### src/rtl/pwm_duty_ramp_if.sv
// Command/status bundle between a controller and the PWM duty ramp.
// The controller side (master) issues ramp commands and supplies the PWM
// period; the ramp (slave) returns the duty value for the PWM block plus
// status and the period boundary marker.
interface pwm_duty_ramp_if #(
  parameter int W  = 16,
  parameter int DW = 8
);
  logic [W-1:0]  period;
  logic          start;
  logic [W-1:0]  target;
  logic [W-1:0]  step;
  logic [DW-1:0] dwell;
  logic [W-1:0]  duty_cycle;
  logic          busy;
  logic          done;
  logic          period_tick;

  modport master (
    output period, start, target, step, dwell,
    input  duty_cycle, busy, done, period_tick
  );

  modport slave (
    input  period, start, target, step, dwell,
    output duty_cycle, busy, done, period_tick
  );
endinterface

### src/rtl/pwm_duty_ramp.sv
// Duty-cycle ramp generator feeding a PWM block. A free-running period
// counter mirrors the PWM counter so that every duty change is applied on
// a whole-period boundary: the new value becomes visible in cycle 0 of the
// following period. A command strobe captures target/step/dwell; the ramp
// then moves duty by step every dwell+1 periods until it lands on target.
module pwm_duty_ramp #(
  parameter int W  = 16,
  parameter int DW = 8
) (
  input  logic           clk,
  input  logic           rst,
  pwm_duty_ramp_if.slave bus
);

  typedef enum logic [1:0] {
    IDLE = 2'd0,
    RAMP = 2'd1,
    DONE = 2'd2
  } state_t;

  state_t        state, state_n;
  logic [W-1:0]  cnt;
  logic [W-1:0]  duty, duty_n;
  logic [W-1:0]  tgt, tgt_n;
  logic [W-1:0]  stp, stp_n;
  logic [DW-1:0] dw, dw_n;
  logic [DW-1:0] dwell_cnt, dwell_cnt_n;

  logic          wrap;
  logic          tick;
  logic [W-1:0]  target_clamped;
  logic [W-1:0]  gap;

  // A period of 0 or 1 collapses the counter to a single state that is
  // always the last one. The >= test lets the counter recover at once when
  // the period is shortened below the current count.
  assign wrap = (bus.period <= W'(1)) || (cnt >= bus.period - W'(1));

  // Held low during reset so no boundary is reported while clearing.
  assign tick = wrap & ~rst;

  // A duty above the period would mean "always high"; clamp at capture.
  assign target_clamped = (bus.target > bus.period) ? bus.period : bus.target;

  // Unsigned distance to the target, used to decide the final snap.
  assign gap = (duty < tgt) ? (tgt - duty) : (duty - tgt);

  // Period counter running in lockstep with the PWM counter.
  always_ff @(posedge clk) begin
    // NOTE: state is updated with non-blocking assignments so every
    // register samples pre-edge values regardless of statement order.
    if (rst) begin
      cnt <= '0;
    end else if (wrap) begin
      cnt <= '0;
    end else begin
      cnt <= cnt + W'(1);
    end
  end

  // Ramp state and command registers.
  always_ff @(posedge clk) begin
    if (rst) begin
      state     <= IDLE;
      duty      <= '0;
      tgt       <= '0;
      stp       <= '0;
      dw        <= '0;
      dwell_cnt <= '0;
    end else begin
      state     <= state_n;
      duty      <= duty_n;
      tgt       <= tgt_n;
      stp       <= stp_n;
      dw        <= dw_n;
      dwell_cnt <= dwell_cnt_n;
    end
  end

  // Next-state logic: command capture first, then the per-period update.
  always_comb begin
    // NOTE: every output of this block gets a hold value up front, so no
    // path through the branches below can leave one unassigned (no latch).
    state_n     = state;
    duty_n      = duty;
    tgt_n       = tgt;
    stp_n       = stp;
    dw_n        = dw;
    dwell_cnt_n = dwell_cnt;

    if (bus.start) begin
      // A new command wins over any update due this cycle; duty is kept so
      // a retarget continues smoothly from wherever the ramp currently is.
      tgt_n       = target_clamped;
      stp_n       = bus.step;
      dw_n        = bus.dwell;
      dwell_cnt_n = '0;
      state_n     = RAMP;
    end else begin
      unique case (state)
        IDLE: begin
          state_n = IDLE;
        end

        RAMP: begin
          if (tick) begin
            if (dwell_cnt == dw) begin
              dwell_cnt_n = '0;
              if ((stp == '0) || (gap <= stp)) begin
                // Final snap: also covers step=0 (jump) and the case where
                // a full step would overshoot or wrap below zero.
                duty_n  = tgt;
                state_n = DONE;
              end else if (duty < tgt) begin
                duty_n = duty + stp;
              end else begin
                duty_n = duty - stp;
              end
            end else begin
              dwell_cnt_n = dwell_cnt + DW'(1);
            end
          end
        end

        DONE: begin
          state_n = IDLE;
        end

        default: begin
          state_n = IDLE;
        end
      endcase
    end
  end

  assign bus.duty_cycle  = duty;
  assign bus.busy        = (state == RAMP);
  assign bus.done        = (state == DONE);
  assign bus.period_tick = tick;

endmodule

### src/flat_wrapper.sv
// flat-port wrapper written by rule: the top's interface ports become plain ports
module pwm_duty_ramp_flat 
#(
  parameter int W  = 16,
  parameter int DW = 8
)
  (clk, rst, bus_period, bus_start, bus_target, bus_step, bus_dwell, bus_duty_cycle, bus_busy, bus_done, bus_period_tick);
  pwm_duty_ramp_if #(.W(W), .DW(DW)) bus_i ();
  input  logic clk;
  input  logic rst;
  input wire logic [$bits(bus_i.period)-1:0] bus_period;
  input wire logic [$bits(bus_i.start)-1:0] bus_start;
  input wire logic [$bits(bus_i.target)-1:0] bus_target;
  input wire logic [$bits(bus_i.step)-1:0] bus_step;
  input wire logic [$bits(bus_i.dwell)-1:0] bus_dwell;
  output wire logic [$bits(bus_i.duty_cycle)-1:0] bus_duty_cycle;
  output wire logic [$bits(bus_i.busy)-1:0] bus_busy;
  output wire logic [$bits(bus_i.done)-1:0] bus_done;
  output wire logic [$bits(bus_i.period_tick)-1:0] bus_period_tick;
  assign bus_i.period = bus_period;
  assign bus_i.start = bus_start;
  assign bus_i.target = bus_target;
  assign bus_i.step = bus_step;
  assign bus_i.dwell = bus_dwell;
  assign bus_duty_cycle = bus_i.duty_cycle;
  assign bus_busy = bus_i.busy;
  assign bus_done = bus_i.done;
  assign bus_period_tick = bus_i.period_tick;
  pwm_duty_ramp #(.W(W), .DW(DW)) u_core (.clk(clk), .rst(rst), .bus(bus_i));
endmodule
### config.mk
export PLATFORM = sky130hd
export DESIGN_NAME = pwm_duty_ramp_flat
export DESIGN_NICKNAME = d
export VERILOG_FILES = /design/src/rtl/pwm_duty_ramp_if.sv /design/src/rtl/pwm_duty_ramp.sv /design/src/flat_wrapper.sv
export SDC_FILE = /design/constraint.sdc
export NUM_CORES = 1
export LEC_CHECK = 0
export ABC_AREA = 1
export CAP_MARGIN = 20
export CORE_ASPECT_RATIO = 0.5
export CORE_UTILIZATION = 45
export DETAILED_ROUTE_END_ITERATION = 6
export PLACE_DENSITY = 0.65
export SYNTH_ARGS = -nofsm -noshare
export SYNTH_HDL_FRONTEND = slang
export SYNTH_SLANG_ARGS = --single-unit
### constraint.sdc
create_clock -name clk -period 3.6 [get_ports clk]
set_input_delay 0.54 -clock clk [delete_from_list [all_inputs] [get_ports clk]]
set_output_delay 0.54 -clock clk [all_outputs]
set_load 0.01 [all_outputs]
# Word-level counts from Yosys, hierarchy flattened
# Cells that the tools add are included.
# classes
addsub,7
n_lt_le_gt_ge,5
eq_ne,6
muxes,10
bitwise,4
n_reduce_logical,10
# ops
operator,n
$mux W16,4
$sub A16 B16 Y16,3
$add A16 B1 Y16 const B,1
$add A16 B16 Y16,1
$ge A16 B16 Y1,1
$gt A16 B16 Y1,1
$le A16 B1 Y1 const B,1
$le A16 B16 Y1,1
$logic_not A16 Y1,1
$lt A16 B16 Y1,1
$sub A16 B1 Y16 const B,1
$ne A3 B2 Y1 const B,3
$add A8 B1 Y8 const B,1
$eq A8 B8 Y1,1
$mux W8,1
$reduce_and A3 Y1,2
$mux W1,5
$reduce_and A4 Y1,1
$reduce_or A2 Y1,2
$not A1 Y1,3
$reduce_or A3 Y1,1
$eq A2 B1 Y1 const B,1
$eq A2 B2 Y1 const B,1
$logic_or A1 B1 Y1,2
2 further kinds,2
# totals
regBits,82
output_inout_bits,19
elab_cells,50

# Longest topological paths before layout
# logic_depth
ltp_word,9
mapped_depth,30
mapped_depth_nobuf,29

# Least setup slack after synthesis
# No wires, ideal clock.
# synth_timing
path_type,register to register
start,"register u_core.duty[0], in the netlist u_core.bus.duty_cycle[0]"
end,"register u_core.duty[8], in the netlist u_core.bus.duty_cycle[8]"
setup_ns,0.071
arrival_time_ns,3.262
required_time_ns,3.529
path_slack_ns,0.267
path_stages_with_launch,30
path_cell_list,dfxtp_1 inv_1 ha_1 inv_1 fa_1 nand3_1 nand2_1 nand2_1 nand2_1 nand2_2 nand2_2 buf_6 buf_6 o21ai_2 xnor2_1 inv_1 ha_1 nand2_1 inv_1 nand2_1 nand2_1 nand2_1 nand2_1 nand2_1 nand2_1 nand2_4 buf_4 o21ai_0 nand2_2 a21oi_2
# synth_via
elab_chain_cells,5
# synth_lines
element,line,rtl
from (decl),pwm_duty_ramp.sv:23,"logic [W-1:0] duty, duty_n;"
from (signal assigned),pwm_duty_ramp.sv:72,duty <= duty_n;
$sub A16 B16 Y16 or $lt A16 B16 Y1 (tied branches),"pwm_duty_ramp.sv:46, pwm_duty_ramp.sv:114",
$mux W16,pwm_duty_ramp.sv:46,assign gap = (duty < tgt) ? (tgt - duty) : (duty - tgt);
$le A16 B16 Y1,pwm_duty_ramp.sv:109,if ((stp == '0) || (gap <= stp)) begin
$logic_or A1 B1 Y1,pwm_duty_ramp.sv:109,
$mux W16 (*),pwm_duty_ramp.sv:109,
# Mark *: on every way between the ends. The rest lies on a longest branch, timed or not.
# A chain may end at the register's enable or synchronous reset.

# Final worst setup path
# layout_timing
start,"register u_core.duty[10], in the netlist u_core.bus.duty_cycle[10]"
end,"register u_core.duty[11], in the netlist u_core.bus.duty_cycle[11]"
# Same word-level chain as after synthesis.

==> metrics.md <==
| Metric | Value |
|---|---|
| Fillers | 1,579 |
| CTS root buf | clkbuf_16 |
| Syn_nets | 1,359 |
| Status | completed |
| Fmax achieved | 278 MHz |
| Syn Area/Cell | 6.57 um2 |
| Critical Path Slowest Stage Cell | dfxtp_2 |
| Vias in the first global route | 8,046 |
| Yosys top cell by area | dfxtp_1 |
| Synth Cell Area | 7870 um2 |
| Initial Util | 47.0% |
| Via-to-Cell Ratio | 5.16 |
| Clock skew | 0.0109 ns |
| Crit Path Max Fanout | 8 |
| RSZ-0062 raised after global routing | true |
| Min cycle time layout | 3.60 ns |
| Synth area leaders | dfxtp_1, ha_1, nand2_1 |
| Vias | 8,622 |
| Die Y-Extent | 95.5 um |
| Max Slew Vio Count | 0 |
| GR Overflow Total | 0 |
| Clk buf depth | 2 |
| Clock buffer count from CTS | 9 |
| EDFF count, synth | 0 |
| Antenna violations before repair | 0 |
| FF+latch count, synth | 82 |
| Count of input and output buffers | 77 |
| Initial drt markers | 472 |
| Max VDD drop | 0.263 mV |
| NumNets Final | 1,600 |
| Placer Congestion | 0.927 |
| Power density cells | 347 nW/um2 |
| CP cell instances | buf_4 -> ha_1 -> a21oi_1 -> nand2_2 -> a21oi_4 -> nand2_4 -> buf_6 -> mux2i_1 -> xor2_1 -> inv_1 -> ha_4 -> nand2_4 -> nor2_4 -> nand4_1 -> nor2_1 -> nor2_2 -> nand2_4 -> clkinvlp_4 -> nand2_4 -> nand2_2 -> nand2_2 -> a21oi_2 |
| Sink Count | 82 |
| Hold-fix buffers at CTS | 0 |
| Share of layout cells above drive strength 1 | 22.9% |
| Fin crit share | 100% |
| Worst-Margin Slew | 0.690 ns |
| Rows | 33 |
| Max cap viols | 0 |
| I/O Pins | 78 |
| Pre-Repair DR Iteration Count | 5 |
| Startpoint types | flop |
| CTS H-tree depth | 3 |
| CTS tree | built |
| # DRC | 0 |
| Final Power | 3.75 mW |
| Final setup fails | 0 |
| Global-route wire length before repair | 40,400 um |
| Primary FF master, synth | dfxtp_1 |
| Placed Instance Area | 9950 um2 |
| Largest net degree at the start of global routing | 37 |
| Die Area | 18,000 um2 |
| Overall routing resource usage | 28.8% |
| Width of the chip | 189 um |
| Synth warn | 0 |
| Area Growth Syn to Fin | 37.6% |
| Later-pin clock latency in the skew report | 0.36 ns |
| # diodes | 0 |
| Post-DP HPWL | 21,100 um |
| Cell variety after synth | 50 |
| Synth top area share | 20.9% |
| Rel. slew slack | 54.0% |
| Hold Crit Class | flop to flop |
| Sequential fraction of the synthesis area | 20.9% |
| CP Capture Type | flop |
| WP data required | 3.83 ns |
| P_leak | 5.28 nW |
| Async SR Flop Fraction | 0% |
| CP max stage delay | 0.35 ns |
| Wire length per cell after detailed routing | 15.7 um |
| DRT antenna net count | 0 |
| Top cell by count, worst path | nand2_4 |
| Core area | 16,700 um2 |
| Crit path DAT | 3.83 ns |
| Final instance area | 10,800 um2 |
| Hold Vio Cnt, Final | 0 |
| Kind of critical path | flop to flop |
| WL final | 26,200 um |
| Worst-path clk slew | 0.07 ns |
| Synthesized instance count | 1,198 |
routing by layer:
layer | up-vias | global-route usage (%) | routed length (um)
met1 | 4034 | 39.1 | 12500
met3 | 17 | 5.08 | 1640
li1 | 4373 | - | -
met4 | 0 | 4.23 | 200
met2 | 198 | 48.9 | 11800
met5 | - | 0 | 0
final cells by class:
cell class | count | area (um2) | share of cell area (%)
timing repair buffer | 253 | 2150 | 19.8
tap | 227 | 284 | 2.62
clock buffer | 11 | 243 | 2.24
multi-input combinational | 926 | 5790 | 53.5
inverter | 167 | 646 | 5.97
sequential | 82 | 1650 | 15.2
clock inverter | 5 | 62.6 | 0.578
cells in the final DEF, fill, tap and decap left out, types with 15 or more instances in the layout:
cell type | synthesis | routed
nor2_1 | 89 | 83
clkdlybuf4s50_1 | 0 | 71
buf_4 | 3 | 168
nand3_1 | 73 | 69
inv_1 | 156 | 147
o21ai_1 | 10 | 20
nand2_1 | 305 | 287
o21ai_0 | 58 | 41
dfxtp_1 | 82 | 78
a21oi_2 | 13 | 23
nand2_2 | 16 | 31
xor2_1 | 50 | 48
ha_1 | 99 | 93
o22ai_1 | 15 | 15
a21oi_1 | 97 | 86
per-stage QoR:
stage	instances	hold slack (ns)	setup TNS, ns	util [%]	setup slack, ns
after floorplan	1198	0.430	0	-	0.267
after global placement	1631	0.446	-1.64	59.5	-0.450
after detailed placement	1631	0.464	-4.25	59.5	-0.567
after CTS	1660	0.479	-0.0739	62.7	-0.0234
after global routing	1671	0.498	-2.73	64.7	-0.200
final	1671	0.473	0	64.7	0.000774
sequential cells by signal (all words and copies together) (netlist names):
signal and cells:
u_core.bus.duty_cycle 16, u_core.state 2, u_core.tgt 16, u_core.stp 16, u_core.cnt 16, u_core.dw 8
u_core.dwell_cnt 8
cell usage after synthesis (13+ instances only):
cell and count:
a21oi_2 13, nand2_2 16, inv_1 156, nand2_1 305
o21ai_0 58, nor3_1 16, o22ai_1 15, xor2_1 50
xnor2_1 16, nor2_1 89, nand3_1 73, dfxtp_1 82
ha_1 99, a21oi_1 97
critical path: cells and delay by family, from the launching register on:
| kind | cells | cell delay [ns] |
|---|---|---|
| AOI/OAI and AO/OA | 3 | 0.48 |
| DFF | 1 | 0.35 |
| muxes | 1 | 0.17 |
| buffers and inverters | 4 | 0.62 |
| adders and majority gates | 2 | 0.51 |
| and+or+nand+nor | 11 | 1.09 |
| xor gates and xnor gates | 1 | 0.26 |
report_power, final:
group / leakage (nW) / internal, mW / switching (mW) / total (mW)
clock network: 0.142 / 0.562 / 0.432 / 0.993
logic: 4.46 / 0.764 / 1.02 / 1.78
registers: 0.672 / 0.943 / 0.0318 / 0.975
total: 5.28 / 2.27 / 1.48 / 3.75
worst paths after layout:
| kind | startpoint | to | slack (ns) | cells past startpoint |
|---|---|---|---|---|
| setup / recovery | u_core.bus.duty_cycle[10] | u_core.bus.duty_cycle[11] | 0.0008 | 22 |
| hold / removal | u_core.cnt[0] | u_core.cnt[0] | 0.47 | 1 |
| setup reg to reg | u_core.bus.duty_cycle[10] | u_core.bus.duty_cycle[11] | 0.0008 | 22 |
| hold reg to reg | u_core.cnt[0] | u_core.cnt[0] | 0.47 | 1 |
what timing repair did:
| action | in CTS | in global routing |
|---|---|---|
| gates resized for setup | 52 | 72 |
| endpoints found under the setup margin | 19 | 19 |
| pin swaps | 23 | 43 |
| endpoints found under the hold margin | 0 | 0 |
| setup buffers | 13 | 11 |
kinds of logic (layout without fill, tap and decap cells):
family,Yosys count,in the layout,share of synthesized area (%)
mux,1,1,0.127
compound gates,219,219,15.8
fa+ha+maj,102,102,16.5
buf+inv,190,436,9.76
flops,82,82,20.9
simple gates,538,538,29.6
xor+xnor,66,66,7.35
Power figures use the tool's default switching activity.
